[src/rtl/i2c_pwm_sequencer.sv]
// Two-requester I2C single-byte writer: round-robin grant, 8-bit address, one data byte, STOP.
// Optional feature macro I2C_PWM_SEQ_RETRY_EN: retry the whole transfer once after an address NACK.
module i2c_pwm_sequencer #(
  parameter int QDIV = 4
) (
  input  logic       CLK,
  input  logic       RST,
  input  logic       REQ0,
  input  logic [7:0] ADDR0,
  input  logic [7:0] DATA0,
  input  logic       REQ1,
  input  logic [7:0] ADDR1,
  input  logic [7:0] DATA1,
  output logic [1:0] GNT,
  output logic       BUSY,
  output logic [1:0] DONE,
  output logic       ACK_ERR,
  output logic       SCL_OE,
  output logic       SDA_OE,
  input  logic       SDA_IN
);

  typedef enum logic [2:0] {IDLE, START, ADDR, ACK_A, DATA, ACK_D, STOP, FIN} state_t;

  state_t     state, nxt_state;
  logic [7:0] q, nxt_q;
  logic [1:0] tick, nxt_tick;
  logic [2:0] bit_idx, nxt_bit_idx;
  logic       err, nxt_err;
  logic       restart, nxt_restart;
`ifdef I2C_PWM_SEQ_RETRY_EN
  logic       retried, nxt_retried;
`endif
  logic [7:0] addr_q, data_q;
  logic       idx, last, nack;
  logic       wrap, sel1, nxt_bit_val;

  assign wrap        = (q == 8'(QDIV - 1));
  assign sel1        = REQ1 && (!REQ0 || !last);
  assign nxt_bit_val = (nxt_state == DATA) ? data_q[nxt_bit_idx] : addr_q[nxt_bit_idx];

  // Line drive for a given bit position, returned as {scl_oe, sda_oe}.
  function automatic logic [1:0] line_drive(state_t s, logic [1:0] t, logic b);
    case (s)
      START:        line_drive = {t == 2'd3, t >= 2'd2};
      ADDR, DATA:   line_drive = {(t == 2'd0) || (t == 2'd3), !b};
      ACK_A, ACK_D: line_drive = {(t == 2'd0) || (t == 2'd3), 1'b0};
      STOP:         line_drive = {t == 2'd0, t <= 2'd1};
      default:      line_drive = 2'b00;
    endcase
  endfunction

  always_comb begin
    nxt_state   = state;
    nxt_q       = q;
    nxt_tick    = tick;
    nxt_bit_idx = bit_idx;
    nxt_err     = err;
    nxt_restart = restart;
`ifdef I2C_PWM_SEQ_RETRY_EN
    nxt_retried = retried;
`endif
    case (state)
      IDLE: begin
        nxt_q    = '0;
        nxt_tick = '0;
        if (REQ0 || REQ1) nxt_state = START;
      end
      FIN: begin
        nxt_state   = IDLE;
        nxt_q       = '0;
        nxt_tick    = '0;
        nxt_err     = 1'b0;
        nxt_restart = 1'b0;
`ifdef I2C_PWM_SEQ_RETRY_EN
        nxt_retried = 1'b0;
`endif
      end
      default: begin
        if (!wrap) begin
          nxt_q = q + 8'd1;
        end else begin
          nxt_q    = '0;
          nxt_tick = tick + 2'd1;
          if (tick == 2'd3) begin
            case (state)
              START: begin
                nxt_state   = ADDR;
                nxt_bit_idx = 3'd7;
              end
              ADDR: begin
                if (bit_idx == 3'd0) nxt_state = ACK_A;
                else nxt_bit_idx = bit_idx - 3'd1;
              end
              DATA: begin
                if (bit_idx == 3'd0) nxt_state = ACK_D;
                else nxt_bit_idx = bit_idx - 3'd1;
              end
              ACK_A: begin
                if (nack) begin
                  nxt_state = STOP;
`ifdef I2C_PWM_SEQ_RETRY_EN
                  // First address NACK re-runs START after STOP; only the second reports an error.
                  if (!retried) begin
                    nxt_retried = 1'b1;
                    nxt_restart = 1'b1;
                  end else begin
                    nxt_err = 1'b1;
                  end
`else
                  nxt_err = 1'b1;
`endif
                end else begin
                  nxt_state   = DATA;
                  nxt_bit_idx = 3'd7;
                end
              end
              ACK_D: begin
                nxt_state = STOP;
                if (nack) nxt_err = 1'b1;
              end
              STOP: begin
                if (restart) begin
                  nxt_state   = START;
                  nxt_restart = 1'b0;
                end else begin
                  nxt_state = FIN;
                end
              end
              default: ;
            endcase
          end
        end
      end
    endcase
  end

  // Line outputs are registered from the position being entered, so they change only on tick boundaries.
  always_ff @(posedge CLK) begin
    if (RST) begin
      state   <= IDLE;
      q       <= '0;
      tick    <= '0;
      bit_idx <= '0;
      err     <= 1'b0;
      restart <= 1'b0;
`ifdef I2C_PWM_SEQ_RETRY_EN
      retried <= 1'b0;
`endif
      addr_q  <= '0;
      data_q  <= '0;
      idx     <= 1'b0;
      last    <= 1'b1;
      nack    <= 1'b0;
      GNT     <= '0;
      DONE    <= '0;
      BUSY    <= 1'b0;
      ACK_ERR <= 1'b0;
      SCL_OE  <= 1'b0;
      SDA_OE  <= 1'b0;
    end else begin
      state   <= nxt_state;
      q       <= nxt_q;
      tick    <= nxt_tick;
      bit_idx <= nxt_bit_idx;
      err     <= nxt_err;
      restart <= nxt_restart;
`ifdef I2C_PWM_SEQ_RETRY_EN
      retried <= nxt_retried;
`endif
      {SCL_OE, SDA_OE} <= line_drive(nxt_state, nxt_tick, nxt_bit_val);
      GNT     <= '0;
      DONE    <= '0;
      ACK_ERR <= 1'b0;
      if (state == IDLE && (REQ0 || REQ1)) begin
        GNT    <= sel1 ? 2'b10 : 2'b01;
        idx    <= sel1;
        last   <= sel1;
        addr_q <= sel1 ? ADDR1 : ADDR0;
        data_q <= sel1 ? DATA1 : DATA0;
        BUSY   <= 1'b1;
      end
      if (state == FIN) BUSY <= 1'b0;
      if (nxt_state == FIN) begin
        DONE    <= idx ? 2'b10 : 2'b01;
        ACK_ERR <= nxt_err;
      end
      if ((state == ACK_A || state == ACK_D) && tick == 2'd2 && wrap) nack <= SDA_IN;
    end
  end

endmodule
[config.mk]
export PLATFORM = sky130hd
export DESIGN_NAME = i2c_pwm_sequencer
export DESIGN_NICKNAME = d
export VERILOG_FILES = /design/src/rtl/i2c_pwm_sequencer.sv
export SDC_FILE = /design/constraint.sdc
export NUM_CORES = 1
export LEC_CHECK = 0
export CAP_MARGIN = 10
export CORE_MARGIN = 3
export CORE_UTILIZATION = 50
export CTS_BUF_LIST = sky130_fd_sc_hd__clkbuf_2
export CTS_CLUSTER_SIZE = 16
export DETAILED_ROUTE_END_ITERATION = 8
export PLACE_DENSITY = 0.76
export SYNTH_ARGS = -nofsm -noshare
export SYNTH_HDL_FRONTEND = slang
export SYNTH_SLANG_ARGS = --single-unit
[constraint.sdc]
create_clock -name CLK -period 3.6 [get_ports CLK]
set_input_delay 0.54 -clock CLK [delete_from_list [all_inputs] [get_ports CLK]]
set_output_delay 0.54 -clock CLK [all_outputs]
set_load 0.01 [all_outputs]
# After elaboration in Yosys (flattened, before gate mapping)
# Index checks and enable logic that the tools add are counted.
[word_totals] regBits=45 input_bits=37 out_inout_bits=8 wordCells=107
[op_classes] n_addsub=3 n_lt_le_gt_ge=3 eq_ne=18 muxes=36 n_bitwise=3 reduce_logical=27
[ops] operator="3-bit 2-to-1 mux" count=11
[ops] operator="3-bit equality test, second input constant" count=8
[ops] operator="3-bit one-hot mux with 6 select lines" count=1
[ops] operator="8-bit 2-to-1 mux" count=2
[ops] operator="2-bit OR reduction" count=8
[ops] operator="3-bit by 2-bit equality test with 1-bit output, second input constant" count=4
[ops] operator="1-bit 2-to-1 mux" count=10
[ops] operator="2-bit 2-to-1 mux" count=5
[ops] operator="3-bit one-hot mux with 3 select lines" count=1
[ops] operator="8-bit by 1-bit adder with 8-bit output, second input constant" count=1
[ops] operator="8-bit by 2-bit equality test with 1-bit output, second input constant" count=1
[ops] operator="2-bit one-hot mux with 4 select lines" count=1
[ops] operator="1-bit binary-select mux with 3-bit select" count=2
[ops] operator="2-bit equality test, second input constant" count=3
[ops] operator="3-bit by 1-bit equality test with 1-bit output, second input constant" count=2
[ops] operator="3-bit zero test" count=2
[ops] operator="3-bit one-hot mux with 2 select lines" count=1
[ops] operator="2-bit nonzero test" count=3
[ops] operator="1-bit logical AND" count=4
[ops] operator="1-bit logical OR" count=4
[ops] operator="3-bit by 4-bit less-than comparator with 1-bit output, second input constant" count=1
[ops] operator="1-bit one-hot mux with 2 select lines" count=2
[ops] operator="4-bit AND reduction" count=1
[ops] operator="4-bit OR reduction" count=1
[ops] operator="7 further kinds" count=11

# Depth between registers and ports, before layout
# Gate-level depths: netlist (run 1).
[logic_depth] ltp_word=11 depth_mapped=11 depth_no_buf=11

# Worst setup path before layout (run 1)
# No wires, ideal clock.
[synth_path] path_type="register to register" start="reg bit_idx[0]" end="reg SDA_OE" setup_ns=0.123 arrival_time_ns=1.979 t_required_ns=3.477 setup_slack_ns=1.498 stages_incl_launch_ff=11 n_path_buf=0 path_cell_list="dfxtp_1 -> inv_1 -> ha_1 -> nor3b_1 -> a22o_1 -> o21ai_2 -> nand2_4 -> mux2_1 -> o221ai_2 -> o31ai_1 -> o21ai_1"
[synth_between] elab_chain_len=11
[synth_rtl] item="start: declaration" line="28" rtl="logic [2:0] bit_idx, nxt_bit_idx;"
[synth_rtl] item="start signal: assignment" line="165" rtl="bit_idx <= nxt_bit_idx;"
[synth_rtl] item="3-bit by 1-bit subtractor with 3-bit output / 3-bit zero test (equally long branches)"
[synth_rtl] item="3-bit 2-to-1 mux" line="92, 96"
[synth_rtl] item="3-bit one-hot mux with 3 select lines" line="86" rtl="case (state)"
[synth_rtl] item="3-bit 2-to-1 mux" line="85" rtl="if (tick == 2'd3) begin"
[synth_rtl] item="3-bit 2-to-1 mux" line="80" rtl="if (!wrap) begin"
[synth_rtl] item="3-bit 2-to-1 mux" line="63" rtl="case (state)"
[synth_rtl] item="1-bit binary-select mux with 3-bit select" line="40" rtl="assign nxt_bit_val = (nxt_state == DATA) ? data_q[nxt_bit_idx] : addr_q[nxt_bit_idx];"
[synth_rtl] item="1-bit 2-to-1 mux (implied by the code)" line="40"
[synth_rtl] item="1-bit 2-to-1 mux" line="40"
[synth_rtl] item="1-bit zero test" line="46" rtl="ADDR, DATA: line_drive = {(t == 2'd0) || (t == 2'd3), !b};"
[synth_rtl] item="2-bit one-hot mux with 4 select lines *" line="44" rtl="case (s)"
[synth_rtl] item="end signal: assignment" line="171" rtl="{SCL_OE, SDA_OE} <= line_drive(nxt_state, nxt_tick, nxt_bit_val);"
[synth_rtl] item="end: declaration" line="19" rtl="output logic SDA_OE,"
# Every way passes the cells marked *; elsewhere a longest branch is shown, timed or not. The select of a mux whose other input is x is not followed.
# A chain may end at the register's enable or synchronous reset.

# Worst setup path after layout (run 1)
[layout_path] start="reg state[2]" end="reg SDA_OE"
[layout_between] elab_chain_len=11
[layout_rtl] item="start: declaration" line="25" rtl="state_t state, nxt_state;"
[layout_rtl] item="start signal: assignment" line="162" rtl="state <= nxt_state;"
[layout_rtl] item="3-bit equality test / 3-bit by 2-bit equality test with 1-bit output (equally long branches)" line="86"
[layout_rtl] item="2-bit OR reduction (no source line)"
[layout_rtl] item="3-bit one-hot mux with 3 select lines" line="86"
[layout_rtl] item="3-bit 2-to-1 mux" line="85"
[layout_rtl] item="3-bit 2-to-1 mux" line="80"
[layout_rtl] item="3-bit 2-to-1 mux" line="63"
[layout_rtl] item="1-bit binary-select mux with 3-bit select" line="40"
[layout_rtl] item="1-bit 2-to-1 mux (implied by the code)" line="40"
[layout_rtl] item="1-bit 2-to-1 mux" line="40"
[layout_rtl] item="1-bit zero test" line="46"
[layout_rtl] item="2-bit one-hot mux with 4 select lines *" line="44"
# Marked as above.

==> flow_metrics.tcl, run 1 <==
set metrics [dict create \
    status "completed" \
    cts_buffers 5 \
    power_density_nw_per_um2 298 \
    rsz0062_at_grt "no" \
    cts_tree "built" \
    yosysSeqAreaShare_pct 35.6 \
    slew_violations 0 \
    synth.distinct_cells 65 \
    p_leak_nw 1.09 \
    crit_chain "nor3b_1, a2bb2oi_1, o21ai_4, nand2_4, mux2i_1, o221a_1, a311oi_1, o21ai_1" \
    grt_usage_pct 19.1 \
    cp_top_family "compound AO/OA/AOI/OAI gates" \
    drtAntennaViolNets 0 \
    drv_cap 0 \
    cts_root_buf "clkbuf_2" \
    synth-seq-cells 44 \
    multi_input_area_um2 1490 \
    slowest_delay_ns 0.74 \
    dp_slack_ns 1.08 \
    gp_congestion 0.908 \
    ctsHoldBuffers 0 \
    path_buf_inv 0 \
    finalCritPeriodShare_pct 72.0 \
    critical_path_required_ns 3.91 \
    cp-start-kind "flip-flop" \
    grt_busiest_layer "met2" \
    pin_count 45 \
    hpwl_mm 4.13 \
    slew_headroom_pct 53.3 \
    overflow 0 \
    clock_latency_ns 0.41 \
    ys_warn_count 0 \
    die-area_um2 5840 \
    ys_async_sr_fraction_pct 0 \
    worst_slack_ns 1.01 \
    hold_class "reg2reg" \
    clock.fmax_mhz 386 \
    initial_core_util_pct 54.3 \
    drt_iter0_drc 201 \
    syn_avg_cell_area_um2 8.88 \
    grt_use_met2_pct 32.8 \
    htree_levels 2 \
    numPortBuffers 44 \
    vdd_drop_max_v 0.000179 \
    antenna_found_initial 0 \
    clock_skew_ns 0.0152 \
    nFillCells 411 \
    layout.nets 362 \
    core_area_um2 4560 \
    grt_pass1_vias 2079 \
    drt_wl_total_mm 5.35 \
    syn_area_um2 2480 \
    grt_max_degree 35 \
    rows 24 \
    firstDrtPassIters 4 \
    clk_pin_slew_ns 0.22 \
    cts_buffer_depth 2 \
    syn_inst 279 \
    drive_gt1_share_pct 9.81 \
    die_h_um 76.4 \
    via_per_inst 5.50 \
    drc_errors 0 \
    syn_nets 325 \
    vias 2095 \
    cp-end-kind "flip-flop" \
    grt_use_met3_pct 4.96 \
    final_hold_viol_count 0 \
    regArea_um2 881 \
    grt_first_pass_wirelength_mm 9.23 \
    cts_sinks 44 \
    cp.arrival_ns 2.90 \
    critPathMaxFanout 20 \
    n_antenna_cell 0 \
    finalSetupTns_ns 0 \
    worstSetupPathType "reg2reg" \
    slowest_stage "dfxtp_1" \
    syn_to_final_growth_pct 20.2 \
    synth-main-ff-cell "dfxtp_1" \
    die_w_um 76.4 \
    worst_pin_slew_ns 0.696 \
    grt.met1_usage_pct 23.4 \
    detail_route.wl_per_cell_um 14.0 \
    layout_min_cycle_time_ns 2.59 \
    synth_edf_count 0 \
    cts.repair.resized 0 \
    setup_viol_count_final 0 \
    post_cts_buffers 0 \
    p_total_mw 0.886 \
]
-- area by class of cell --
class                   count  share of cell area, %
clock buffers               5                  0.841
flip-flops and latches     44                   29.6
well taps                  65                   2.73
multi-input cells         209                   49.9
repair buffers             47                   15.6
inverters                   9                   1.13
clock inverters             2                  0.252
-- final timing paths --
kind                  startpoint  slack, ns  cells after the start                  to
max          state[2]$_SDFF_PP0_       1.01                      8   SDA_OE$_SDFF_PP0_
min             idx$_SDFFE_PP0P_       0.46                      1  DONE[0]$_SDFF_PP0_
max reg2reg  state[2]$_SDFF_PP0_       1.01                      8   SDA_OE$_SDFF_PP0_
min reg2reg     idx$_SDFFE_PP0P_       0.46                      1  DONE[0]$_SDFF_PP0_
-- Yosys cell counts (all sizes together), types with 4 or more instances --
master	count	share of area, %
nor2b	4	1.0
nor3	7	1.6
a31oi	4	1.9
and3	7	1.8
mux2i	19	7.7
buf	8	1.9
clkbuf	9	1.4
o211ai	5	1.5
nand2b	5	1.3
nor2	36	5.5
a21oi	10	2.0
o21ai	14	3.6
inv	9	1.4
a211oi	17	5.2
nand2	14	2.5
xnor2	4	1.4
nand3	6	1.2
dfxtp	44	36
ha	9	4.5
nor3b	6	1.8
-- stage by stage --
stage          instance area [um^2]  hold WS (ns)  std cells  utilization, %
2_1_floorplan                  2480         0.406        279               -
3_3_place_gp                   2940         0.429        374            64.5
3_5_place_dp                   2940         0.432        374            64.5
4_1_cts                        2980         0.455        381            65.2
5_1_grt                        2980         0.480        381            65.2
6_report                       2980         0.458        381            65.2
-- sequential cells by signal, indices dropped and copies added, names as in the netlist, 2 cells and up --
signal,cells
DONE,2
GNT,2
addr_q,8
bit_idx,3
data_q,8
q,8
state,3
tick,2
-- cell families (layout without fill, tap and decap cells) --
logic type,Yosys count,after routing,synth area share (%)
xor+xnor,7,7,2.47
compound gates,71,71,21.6
mux,22,22,9.04
buf+inv,26,63,4.65
fa+ha+maj,9,9,4.55
simple gates,100,100,22.1
flops,44,44,35.6
-- layout by cell type, fill, tap and decap left out, types with 2 or more instances in the layout --
cell type and instances:
a211o_1 2, a211oi_1 17, a21oi_1 10, a22o_1 2, a311oi_1 2, a31oi_1 2
and3_1 6, buf_4 3, clkbuf_2 5, clkdlybuf4s50_1 44, clkinv_1 2, dfxtp_1 44
ha_1 9, inv_1 7, inv_2 2, mux2_1 2, mux2i_1 19, nand2_1 12
nand2b_1 5, nand3_1 6, nand4_1 2, nor2_1 36, nor2b_1 4, nor3_1 6
nor3b_1 6, o211ai_1 5, o21ai_0 9, o21ai_1 2, o21ai_2 2, or2_2 3
or2b_1 2, xnor2_1 4, xor2_1 3
-- where the power goes --
part | internal [mW] | switching (mW) | leakage [nW]
clock network | 0.0401 | 0.157 | 0.0239
logic | 0.0849 | 0.0709 | 0.705
registers | 0.514 | 0.0188 | 0.360
-- layer usage --
layer  share of wire [%]  vias up
li1                    -     1084
met4                0.54        0
met1                  46      949
met2                  48       58
met5                   0        -
met3                 5.0        4
Power figures use the tool's default switching activity.
==> run 2, diff against run 1 <==
==> constraint.sdc (replaced) <==
create_clock -name CLK -period 2.5 [get_ports CLK]
set_input_delay 0.375 -clock CLK [delete_from_list [all_inputs] [get_ports CLK]]
set_output_delay 0.375 -clock CLK [all_outputs]
set_load 0.01 [all_outputs]
==> flow_metrics.tcl, run 2 (synthesis gave the netlist of run 1 again) <==
set metrics [dict create \
    rr_worst_depth 10 \
    drc_errors 0 \
    cp-start-kind "flip-flop" \
    power_density_nw_per_um2 425 \
    met3_wirelength_um 187 \
    critical_path_required_ns 2.83 \
    grt_usage_pct 19.0 \
    clock_latency_ns 0.42 \
    syn_to_final_growth_pct 22.3 \
    n_antenna_cell 0 \
    dpl.cell_count 380 \
    status "completed" \
    hold_class "reg2reg" \
    nFillCells 399 \
    antenna_found_initial 0 \
    hpwl_mm 4.12 \
    cp.arrival_ns 2.61 \
    grt_pass1_vias 2020 \
    clock.fmax_mhz 439 \
    grt_max_degree 34 \
    final_hold_viol_count 0 \
    cts_buffer_depth 2 \
    via_per_inst 5.34 \
    vias 2073 \
    rows 24 \
    multi_input_area_um2 1490 \
    layout.nets 368 \
    wl_met1_mm 2.49 \
    cts_root_buf "clkbuf_2" \
    pin_count 45 \
    rsz0062_at_grt "no" \
    cts_tree "built" \
    sw_frac_of_total_pct 26.9 \
    slew_headroom_pct 69.2 \
    cp-endpoint "SDA_OE$_SDFF_PP0_" \
    die_w_um 76.4 \
    drtAntennaViolNets 0 \
    dr.max_layer_used "met4" \
    core_area_um2 4560 \
    die_h_um 76.4 \
    overflow 0 \
    worstSetupStartpoint "bit_idx[0]$_SDFF_PP0_" \
    r2r_end "SDA_OE$_SDFF_PP0_" \
    firstDrtPassIters 4 \
    clk_pin_slew_ns 0.20 \
    p_total_mw 1.29 \
    final_cell_mix "clkdlybuf4s50_1, dfxtp_1, nor2_1" \
    drt_wl_total_mm 5.28 \
    worst_pin_slew_ns 0.461 \
    largestRegisters "addr_q x8, data_q x8, q x8" \
    wl_met2_mm 2.49 \
    cts.repair.resized 0 \
    grt_first_pass_wirelength_mm 9.05 \
    clock_skew_ns 0.00985 \
    die-area_um2 5840 \
    clockPowerShare_pct 22.9 \
    critPathMaxFanout 10 \
    initial_core_util_pct 54.3 \
    p_comb_share_pct 17.9 \
    vdd_drop_max_v 0.000291 \
    post_cts_buffers 0 \
    p_int_mw 0.941 \
    drive_gt1_share_pct 12.7 \
    setup_viol_count_final 0 \
    p_leak_nw 1.13 \
    gp_congestion 0.897 \
    finalSetupTns_ns 0 \
    detail_route.wl_per_cell_um 13.6 \
    stdcell_count 388 \
    numPortBuffers 44 \
    layout_min_cycle_time_ns 2.28 \
    finalCritPeriodShare_pct 91.2 \
    final_common_cell "clkdlybuf4s50_1" \
    cp-end-kind "flip-flop" \
    slew_violations 0 \
    drt_iter0_drc 132 \
    placed_area_um2 2990 \
    timing.rr.start "bit_idx[0]$_SDFF_PP0_" \
    htree_levels 2 \
    worstSetupPathType "reg2reg" \
    fin_area_um2 3030 \
    switchingPower_mw 0.347 \
    r2r_slack_ns 0.22 \
    worst_hold_slack_ns 0.456 \
    sequentialPowerShare_pct 59.2 \
    cts_sinks 44 \
    regArea_um2 883 \
    drv_cap 0 \
    cts_buffers 5 \
    ctsHoldBuffers 0 \
]
run 2: cell count changes in the layout (fill, tap and decap cells not counted):
cell,previous run,this run
buf_4,3,9
clkbuf_2,5,7
dfxtp_1,44,42
dfxtp_2,0,2
clkinv_1,2,1
run 2: final cells by class:
type | instances | share of cell area (%)
clock buffers | 7 | 1.16
clock inverters | 1 | 0.124
inverters | 9 | 1.11
multi-input cells | 209 | 49.0
flip-flops and latches | 44 | 29.1
well taps | 65 | 2.68
repair buffers | 53 | 16.8
run 2: power by group through the flow:
stage	Sequential (mW)	Combinational, mW	Clock, mW
after floorplan	0.771	0.142	0
after detailed placement	0.778	0.233	0
after global placement	0.777	0.230	0
after CTS	0.764	0.233	0.306
after global routing	0.769	0.257	0.331
final	0.763	0.230	0.295
run 2: worst min-delay path by stage:
stage / to / startpoint / cells after the start / slack [ns]
floorplan: DONE[0]$_SDFF_PP0_ / idx$_SDFFE_PP0P_ / 1 / 0.41
global placement: DONE[0]$_SDFF_PP0_ / idx$_SDFFE_PP0P_ / 1 / 0.43
detailed placement: DONE[0]$_SDFF_PP0_ / idx$_SDFFE_PP0P_ / 1 / 0.43
CTS: DONE[0]$_SDFF_PP0_ / idx$_SDFFE_PP0P_ / 1 / 0.45
global route: DONE[0]$_SDFF_PP0_ / idx$_SDFFE_PP0P_ / 1 / 0.48
finish: DONE[0]$_SDFF_PP0_ / idx$_SDFFE_PP0P_ / 1 / 0.46
run 2: worst max-delay path, stage by stage (launching register included):
cell,delay [ns]
dfxtp_2,0.41
inv_1,0.08
ha_1,0.22
nor3b_1,0.16
a22o_1,0.25
o21ai_2,0.24
nand2_4,0.14
mux2_1,0.26
o221ai_2,0.09
o31ai_1,0.26
o21ai_1,0.08
run 2: metal layers:
layer  vias to the layer above  global-route usage [%]
met5                         -                       0
met4                         0                    8.70
met3                         9                    2.84
met2                        45                    31.5
met1                       922                    24.2
li1                       1097                       -
run 2: stage by stage:
stage / setup WS (ns) / utilization [%]
finish: 0.221 / 66.4
global route: 0.0436 / 66.4
CTS: 0.119 / 66.3
detailed placement: 0.144 / 65.5
global placement: 0.170 / 65.5
floorplan: 0.398 / -
==> run 3, diff against run 2 <==
--- a/config.mk
+++ b/config.mk
@@ -5,10 +5,11 @@
 export SDC_FILE = /design/constraint.sdc
 export NUM_CORES = 1
 export LEC_CHECK = 0
+export ABC_AREA = 1
 export CAP_MARGIN = 10
 export CORE_MARGIN = 3
 export CORE_UTILIZATION = 50
-export CTS_BUF_LIST = sky130_fd_sc_hd__clkbuf_2
+export CTS_BUF_LIST = sky130_fd_sc_hd__clkbuf_16
 export CTS_CLUSTER_SIZE = 16
 export DETAILED_ROUTE_END_ITERATION = 8
 export PLACE_DENSITY = 0.76
==> flow_metrics.tcl, run 3 <==
set metrics [dict create \
    status "completed" \
    gp_congestion 0.932 \
    antenna_found_initial 0 \
    clockPowerShare_pct 38.4 \
    detail_route.wl_per_cell_um 12.0 \
    drtAntennaViolNets 0 \
    clock_latency_ns 0.28 \
    vdd_drop_max_v 0.000409 \
    synth_edf_count 0 \
    rows 24 \
    cp-start-kind "flip-flop" \
    yosysMostFrequentCell "nand2_1" \
    grt_usage_pct 20.3 \
    grt_max_degree 32 \
    fin_util_pct 66.9 \
    final_common_cell "nand2_1" \
    sw_frac_of_total_pct 24.1 \
    firstDrtPassIters 4 \
    synth-seq-cells 44 \
    synthTopCellsByCount "nand2_1, inv_1, dfxtp_1, nor2_1, a21oi_1" \
    rsz0062_at_grt "no" \
    cts_sinks 44 \
    cts_buffers 5 \
    slew_headroom_pct 68.0 \
    syn_avg_cell_area_um2 7.07 \
    cts.repair.resized 0 \
    syn_area_um2 2320 \
    largestRegisters "addr_q x8, data_q x8, q x8" \
    slew_violations 0 \
    sequentialPowerShare_pct 47.1 \
    die_w_um 74.1 \
    cts_buffer_depth 2 \
    hpwl_mm 3.99 \
    die_h_um 74.1 \
    p_leak_nw 1.25 \
    layout.nets 421 \
    initial_core_util_pct 52.6 \
    synth_top_area_cell "dfxtp_1" \
    setup_viol_count_final 0 \
    p_comb_share_pct 14.5 \
    syn_nets 374 \
    drc_errors 0 \
    htree_levels 2 \
    worst_pin_slew_ns 0.476 \
    cts_tree "built" \
    worstSetupPathType "reg2reg" \
    clock.fmax_mhz 459 \
    core_area_um2 4410 \
    yosys.area.top_type_share_pct 38.0 \
    synth.area.top_cells "dfxtp_1, nand2_1, inv_1" \
    cts_root_buf "clkbuf_16" \
    n_antenna_cell 0 \
    critical_path_required_ns 2.65 \
    ctsHoldBuffers 0 \
    syn_to_final_growth_pct 27.3 \
    final_hold_viol_count 0 \
    finalCritPeriodShare_pct 87.2 \
    finalSetupTns_ns 0 \
    critPathMaxFanout 8 \
    drive_gt1_share_pct 7.18 \
    grt_pass1_vias 2061 \
    numPortBuffers 44 \
    vias 2222 \
    pin_count 45 \
    ys_async_sr_fraction_pct 0 \
    drv_cap 0 \
    syn_inst 328 \
    grt_first_pass_wirelength_mm 8.92 \
    clk_pin_slew_ns 0.06 \
    synth-main-ff-cell "dfxtp_1" \
    cp-end-kind "flip-flop" \
    die-area_um2 5490 \
    drt_iter0_drc 155 \
    overflow 0 \
    clock_skew_ns 0.00712 \
    power_density_nw_per_um2 541 \
    ys_warn_count 0 \
    p_int_mw 1.21 \
    via_per_inst 5.19 \
    synth.distinct_cells 31 \
    hold_class "reg2reg" \
    final_cell_mix "nand2_1, inv_1, dfxtp_1, nor2_1, clkdlybuf4s50_1" \
    yosysSeqAreaShare_pct 38.0 \
    switchingPower_mw 0.385 \
    drt_wl_total_mm 5.13 \
    layout_min_cycle_time_ns 2.18 \
    post_cts_buffers 0 \
    cp.arrival_ns 2.33 \
]
-- run 3: critical path: stages (launching register included) --
cell	delay, ns
dfxtp_1	0.34
ha_1	0.21
nand2_1	0.11
nor2_4	0.23
nand4_1	0.20
o21ai_0	0.45
nand3_1	0.14
a21oi_1	0.20
nor2_1	0.07
nand2_1	0.07
a21oi_2	0.05
-- run 3: final timing paths --
| path | startpoint | endpoint | slack [ns] | cells after the start |
|---|---|---|---|---|
| setup / recovery | q[0]$_SDFF_PP0_ | SDA_OE$_SDFF_PP0_ | 0.32 | 10 |
| hold / removal | idx$_SDFFE_PP0P_ | DONE[0]$_SDFF_PP0_ | 0.44 | 1 |
| setup reg to reg | q[0]$_SDFF_PP0_ | SDA_OE$_SDFF_PP0_ | 0.32 | 10 |
| hold reg to reg | idx$_SDFFE_PP0P_ | DONE[0]$_SDFF_PP0_ | 0.44 | 1 |
-- run 3: kinds of logic (layout without fill, tap and decap cells) --
kind of cell               count (synthesis)  after routing  share of synthesized area [%]
adders and majority gates                  9              9                           4.85
and+or+nand+nor                          156            156                           30.8
AOI/OAI and AO/OA                         60             60                           15.8
xor gates and xnor gates                   2              2                          0.755
DFF                                       44             44                           38.0
buffers and inverters                     57            105                           9.87
-- run 3: power groups by stage --
stage | clock network, mW | registers, mW | logic (mW)
3_5_place_dp | 0 | 0.768 | 0.232
6_report | 0.613 | 0.753 | 0.232
2_1_floorplan | 0 | 0.767 | 0.133
4_1_cts | 0.625 | 0.753 | 0.234
3_3_place_gp | 0 | 0.768 | 0.230
5_1_grt | 0.651 | 0.757 | 0.261
-- run 3: layer usage --
| metal | routed length [um] | part of all wire (%) | GRT usage, % | up-vias |
|---|---|---|---|---|
| met3 | 257 | 5.0 | 4.05 | 10 |
| met1 | 2380 | 46 | 26.4 | 981 |
| met2 | 2410 | 47 | 33.4 | 60 |
| met5 | 0 | 0 | 0 | - |
| met4 | 86 | 1.7 | 7.04 | 0 |
| li1 | - | - | - | 1171 |
-- run 3: layout make-up --
type / count / area (um^2)
fill: 384 / 1460
multi-input combinational: 227 / 1210
sequential: 44 / 881
timing repair buffer: 48 / 470
inverter: 49 / 184
clock buffer: 5 / 125
tap: 52 / 65.1
clock inverter: 3 / 13.8
-- run 3: through the flow --
stage	cell area, um^2	cells	total power [mW]	worst slack, ns	hold slack, ns
final	2950	428	1.60	0.319	0.437
after global routing	2950	428	1.67	0.149	0.462
after CTS	2950	428	1.61	0.326	0.440
after detailed placement	2810	420	1.00	0.340	0.431
after global placement	2810	420	0.998	0.375	0.429
after floorplan	2320	328	0.900	0.638	0.413
